`src/rtl/arm_pkg.sv`:
```
// Shared constants and helpers for the ARM7TDMI datapath.
// Contents:
//   DATA_WIDTH / NUM_REGS / SEL_WIDTH  - register-file geometry
//   CPSR_N/Z/C/V                       - bit positions inside the 4-bit CPSR
//   R0..R15                            - register index constants
//   pack_flags()                       - assembles ALU flags into CPSR order
package arm_pkg;

  localparam int DATA_WIDTH = 32;
  localparam int NUM_REGS   = 16;
  localparam int SEL_WIDTH  = 32;
  localparam int IDX_WIDTH  = 4;

  localparam int CPSR_N = 3;
  localparam int CPSR_Z = 2;
  localparam int CPSR_C = 1;
  localparam int CPSR_V = 0;

  localparam logic [IDX_WIDTH-1:0] R0  = 4'd0;
  localparam logic [IDX_WIDTH-1:0] R1  = 4'd1;
  localparam logic [IDX_WIDTH-1:0] R2  = 4'd2;
  localparam logic [IDX_WIDTH-1:0] R3  = 4'd3;
  localparam logic [IDX_WIDTH-1:0] R4  = 4'd4;
  localparam logic [IDX_WIDTH-1:0] R5  = 4'd5;
  localparam logic [IDX_WIDTH-1:0] R6  = 4'd6;
  localparam logic [IDX_WIDTH-1:0] R7  = 4'd7;
  localparam logic [IDX_WIDTH-1:0] R8  = 4'd8;
  localparam logic [IDX_WIDTH-1:0] R9  = 4'd9;
  localparam logic [IDX_WIDTH-1:0] R10 = 4'd10;
  localparam logic [IDX_WIDTH-1:0] R11 = 4'd11;
  localparam logic [IDX_WIDTH-1:0] R12 = 4'd12;
  localparam logic [IDX_WIDTH-1:0] R13 = 4'd13;
  localparam logic [IDX_WIDTH-1:0] R14 = 4'd14;
  localparam logic [IDX_WIDTH-1:0] R15 = 4'd15;

  typedef logic [DATA_WIDTH-1:0] word_t;

  // Places the individual ALU flags at their CPSR bit positions.
  function automatic logic [3:0] pack_flags(input logic n, input logic z,
                                            input logic c, input logic v);
    logic [3:0] f;
    f         = 4'b0000;
    f[CPSR_N] = n;
    f[CPSR_Z] = z;
    f[CPSR_C] = c;
    f[CPSR_V] = v;
    return f;
  endfunction

endpackage

```
`src/rtl/registers.sv`:
```
// ARM7TDMI general-purpose register file: 16 x 32-bit registers with two
// combinational read ports, one synchronous write port and the 4-bit CPSR
// condition-flag register ([3]=N, [2]=Z, [1]=C, [0]=V).
// Ports:
//   clock, reset            - rising-edge clock, synchronous active-high reset
//   read_reg_num1/2         - read register numbers, only [3:0] decoded
//   write_reg, write_data   - write register number ([3:0]) and data
//   regwrite                - enables both the register write and CPSR load
//   zero/carry/overflow/negative_flag - ALU flags loaded into CPSR
//   read_data1/2            - zero-latency read data (no write bypass)
module registers
  import arm_pkg::*;
(
  input  logic                  clock,
  input  logic                  reset,
  input  logic [SEL_WIDTH-1:0]  read_reg_num1,
  input  logic [SEL_WIDTH-1:0]  read_reg_num2,
  input  logic [SEL_WIDTH-1:0]  write_reg,
  input  logic [DATA_WIDTH-1:0] write_data,
  input  logic                  regwrite,
  input  logic                  zero_flag,
  input  logic                  carry_flag,
  input  logic                  overflow_flag,
  input  logic                  negative_flag,
  output logic [DATA_WIDTH-1:0] read_data1,
  output logic [DATA_WIDTH-1:0] read_data2
);

  word_t            regs_q [NUM_REGS];
  word_t            regs_d [NUM_REGS];
  logic [3:0]       CPSR;
  logic [3:0]       cpsr_d;

  logic [IDX_WIDTH-1:0] rd1_idx_s;
  logic [IDX_WIDTH-1:0] rd2_idx_s;
  logic [IDX_WIDTH-1:0] wr_idx_s;

  // Upper select bits are architecturally ignored; fold them into a sink.
  logic unused_sel_s;
  assign unused_sel_s = ^{read_reg_num1[SEL_WIDTH-1:IDX_WIDTH],
                          read_reg_num2[SEL_WIDTH-1:IDX_WIDTH],
                          write_reg[SEL_WIDTH-1:IDX_WIDTH]};

  assign rd1_idx_s = read_reg_num1[IDX_WIDTH-1:0];
  assign rd2_idx_s = read_reg_num2[IDX_WIDTH-1:0];
  assign wr_idx_s  = write_reg[IDX_WIDTH-1:0];

  // Next-state: the addressed register and CPSR load together on regwrite.
  always_comb begin
    regs_d = regs_q;
    cpsr_d = CPSR;
    if (regwrite) begin
      regs_d[wr_idx_s] = write_data;
      cpsr_d           = pack_flags(negative_flag, zero_flag,
                                    carry_flag, overflow_flag);
    end else begin
      cpsr_d = CPSR;
    end
  end

  // State register; reset takes priority over any pending write.
  always_ff @(posedge clock) begin
    if (reset) begin
      for (int i = 0; i < NUM_REGS; i++) begin
        regs_q[i] <= {DATA_WIDTH{1'b0}};
      end
      CPSR <= 4'b0000;
    end else begin
      regs_q <= regs_d;
      CPSR   <= cpsr_d;
    end
  end

  // Reads see the stored value only; a same-cycle write appears after the edge.
  assign read_data1 = regs_q[rd1_idx_s];
  assign read_data2 = regs_q[rd2_idx_s];

endmodule

```
`config.mk`:
```
export PLATFORM = sky130hd
export DESIGN_NAME = registers
export DESIGN_NICKNAME = d
export VERILOG_FILES = /design/src/rtl/arm_pkg.sv /design/src/rtl/registers.sv
export SDC_FILE = /design/constraint.sdc
export NUM_CORES = 1
export LEC_CHECK = 0
export ABC_CLOCK_PERIOD_IN_PS = 2400
export CAP_MARGIN = 20
export CORE_ASPECT_RATIO = 1.2
export CORE_MARGIN = 4
export CORE_UTILIZATION = 30
export DETAILED_ROUTE_END_ITERATION = 6
export HOLD_SLACK_MARGIN = 0.15
export MAX_ROUTING_LAYER = met4
export PLACE_DENSITY = 0.46
export SLEW_MARGIN = 20
export SYNTH_ARGS = -nofsm -noshare
export SYNTH_HDL_FRONTEND = slang
export SYNTH_SLANG_ARGS = --single-unit
```
`constraint.sdc`:
```
create_clock -name clock -period 2.4 [get_ports clock]
set_input_delay 0.36 -clock clock [delete_from_list [all_inputs] [get_ports clock]]
set_output_delay 0.36 -clock clock [all_outputs]
set_load 0.05 [all_outputs]
```
==> results.sh <==
export IMPL_synth_cell_types=25
export IMPL_vias=26180
export IMPL_end_kind="output pin"
export IMPL_clock_skew_final_ns=0
export IMPL_clockBufferDepth=3
export IMPL_cts_made_buffers=58
export IMPL_finalMaxSlewViolations=0
export IMPL_clk_latency_ns=0.64
export IMPL_clkTransAtPathRegs_ns=0.06
export IMPL_slowest_stage="mux4_2"
export IMPL_yosysMostFrequentCell="nand3_1"
export IMPL_viasPerCell=6.324
export IMPL_placed_area_um2=30950
export IMPL_place_congestion=0.8392
export IMPL_fin_tns_setup_ns=-0.02391
export IMPL_grt_pass1_vias=25970
export IMPL_coreArea_um2=89340
export IMPL_p_int_w=0.01490
export IMPL_rsz0062_at_grt="true"
export IMPL_io_buffers=110
export IMPL_cts_root_buffer="clkbuf_16"
export IMPL_finalHoldViolCount=0
export IMPL_top_regs="regs_q x512"
export IMPL_rows=120
export IMPL_postLayoutCellArea_um2=33880
export IMPL_postSynthCellCount=2959
export IMPL_synthArstFlopShare_pct=0
export IMPL_globalRouteTotalUtil_pct=25.27
export IMPL_first_iter_violations=3512
export IMPL_cp_num_buf_inv=2
export IMPL_ant_nets=0
export IMPL_period_share_pct=101.0
export IMPL_crit_type="reg -> out"
export IMPL_status="finished, violations left"
export IMPL_setup_viol_count_final=1
export IMPL_synth_edff_count=0
export IMPL_ios=199
export IMPL_max_slew_margin_pct=47.53
export IMPL_syn_area_per_cell_um2=9.141
export IMPL_drc_errors=0
export IMPL_synth_common_cells="nand3_1, a21oi_1, dfxtp_1"
export IMPL_fin_crit_ns=2.424
export IMPL_fin_ws_ns=-0.02391
export IMPL_die_x_um=282.1
export IMPL_ir_worst_vdd_uv=494.7
export IMPL_start_util_pct=30.28
export IMPL_seqPwrFrac_pct=42.0
export IMPL_ys_top_cells_by_area="dfxtp_1, mux4_2, nand3_1"
export IMPL_max_stage_delay_ns=0.47
export IMPL_grt_pass1_wl_mm=175.3
export IMPL_tightest_slew_ns=0.7846
export IMPL_switching_share_pct=27.95
export IMPL_p_leak_nw=10.79
export IMPL_synth_top_area_share_pct=37.90
export IMPL_yosysTopAreaCell="dfxtp_1"
export IMPL_p_sw_w=0.005781
export IMPL_power_density_nw_per_um2=610.5
export IMPL_syn_nets=3094
export IMPL_drv_cap=0
export IMPL_comb_power_share_pct=13.6
export IMPL_fmax_ghz=0.4126
export IMPL_worst_ep_required_time_ns=2.04
export IMPL_routed_wl_mm=120.4
export IMPL_synthFlopType="dfxtp_1"
export IMPL_die_area_um2=95050
export IMPL_htree_levels=2
export IMPL_violations="negative setup slack"
export IMPL_regMostFlops="regs_q"
export IMPL_grt_max_degree=111
export IMPL_worstPathArrival_ns=2.06
export IMPL_ys_warnings_count=0
export IMPL_cts_tree="built"
export IMPL_syn_cell_area_um2=27050
export IMPL_fp_dieH_um=336.9
export IMPL_clock_sinks=512
export IMPL_min_path_type="reg -> reg"
export IMPL_p_clk_share_pct=44.4
export IMPL_yosysSeqAreaShare_pct=37.90
export IMPL_antenna_found_initial=12
export IMPL_hpwlAfterDp_mm=70.69
export IMPL_areaGrowthSynthToFinish_pct=25.27
export IMPL_dr_pass1_iters=6
export IMPL_start_kind="register"
export IMPL_power_w=0.02068
export IMPL_nets=3066
export IMPL_crit_family="multiplexers"
export IMPL_drive_gt1_share_pct=27.62
export IMPL_path_common_cell="buf_12"
export IMPL_ys_ff_latch=512
export IMPL_crit_path_max_fanout=3
export IMPL_path_cells="mux4_2, a22oi_2, nand2_2, buf_12, buf_12"
export IMPL_overflow=0
export IMPL_wl_per_cell_um=29.07
export IMPL_largest_register_ffs=512
==> path summary, 6_finish.rpt <==
path / start / slack (ns) / cells past startpoint / to
max reg2reg: regs_q[482]$_SDFFE_PP0P_ / 1.66 / 2 / regs_q[482]$_SDFFE_PP0P_
min reg2reg: regs_q[343]$_SDFFE_PP0P_ / 0.49 / 2 / regs_q[343]$_SDFFE_PP0P_
max: regs_q[393]$_SDFFE_PP0P_ / -0.02 / 5 / read_data1[9]
min: regs_q[343]$_SDFFE_PP0P_ / 0.49 / 2 / regs_q[343]$_SDFFE_PP0P_
==> area by class of cell <==
cell class,instances,area (µm²)
antenna,5,12.51
clock buffer,87,1742
clock inverter,18,186.4
fill,8709,55450
multi-input combinational,2016,15580
sequential,512,10260
tap,1159,1450
timing repair buffer,343,4642
==> power by group through the flow <==
stage                     registers [W]  clock network (W)  logic (W)
after floorplan                 0.00884                  0    0.00137
after global placement          0.00886                  0    0.00264
after global routing            0.00869            0.00963    0.00292
after detailed placement        0.00887                  0    0.00266
final                           0.00868            0.00918    0.00282
after CTS                       0.00868            0.00933    0.00272
==> per-layer routing <==
| layer | track usage [%] | part of all wire [%] | up-vias |
|---|---|---|---|
| met5 | - | 0 | - |
| li1 | - | - | 11100 |
| met3 | 4.072 | 8.9 | 271 |
| met1 | 33.35 | 41 | 13240 |
| met2 | 39.39 | 47 | 1574 |
| met4 | 9.089 | 3.6 | 0 |
==> stage by stage <==
| stage | util (%) | std cells | worst slack (ns) | hold slack [ns] |
|---|---|---|---|---|
| after floorplan | - | 2959 | 0.2535 | 0.4605 |
| after global placement | 34.64 | 4002 | -0.1468 | 0.4678 |
| after detailed placement | 34.64 | 4002 | -0.1350 | 0.4778 |
| after CTS | 37.38 | 4112 | -0.06912 | 0.4647 |
| after global routing | 37.92 | 4139 | -0.04804 | 0.4999 |
| final | 37.93 | 4140 | -0.02391 | 0.4882 |
==> cells in the final DEF, fill, tap and decap left out, types with 8 or more instances in the layout <==
cell type	netlist	routed
buf_6	5	22
nand2_2	0	40
o21ai_0	504	504
a22oi_2	0	87
dfxtp_2	0	11
clkdlybuf4s50_1	0	38
buf_4	40	129
a22oi_1	128	41
clkbuf_16	0	61
o21ai_1	8	8
buf_12	0	135
dfxtp_1	512	501
nand2_1	65	19
clkinv_2	0	12
clkbuf_1	269	12
mux4_2	256	256
a21oi_1	512	512
clkbuf_8	0	17
nand3_1	514	512
==> worst register-to-register path, cell delays in order, from the launching register on <==
cell	delay, ns
dfxtp_1	0.35
o21ai_0	0.10
a21oi_1	0.20
==> cells by family after synthesis <==
logic type,count (synthesis),share of synthesized area (%)
and+or+nand+nor,608,11.15
muxes,256,21.32
DFF,512,37.90
AOI/OAI and AO/OA,1152,22.50
buffers and inverters,431,7.133
==> timing repair <==
item,in CTS,in global routing
setup buffers,6,21
gates resized for setup,125,62
pin swaps,49,40
hold buffers,1,0
endpoints found under the setup margin,58,55
endpoints found under the hold margin,12,0
cloned,0,2
Note: power is estimated with default switching activity, not from simulation.
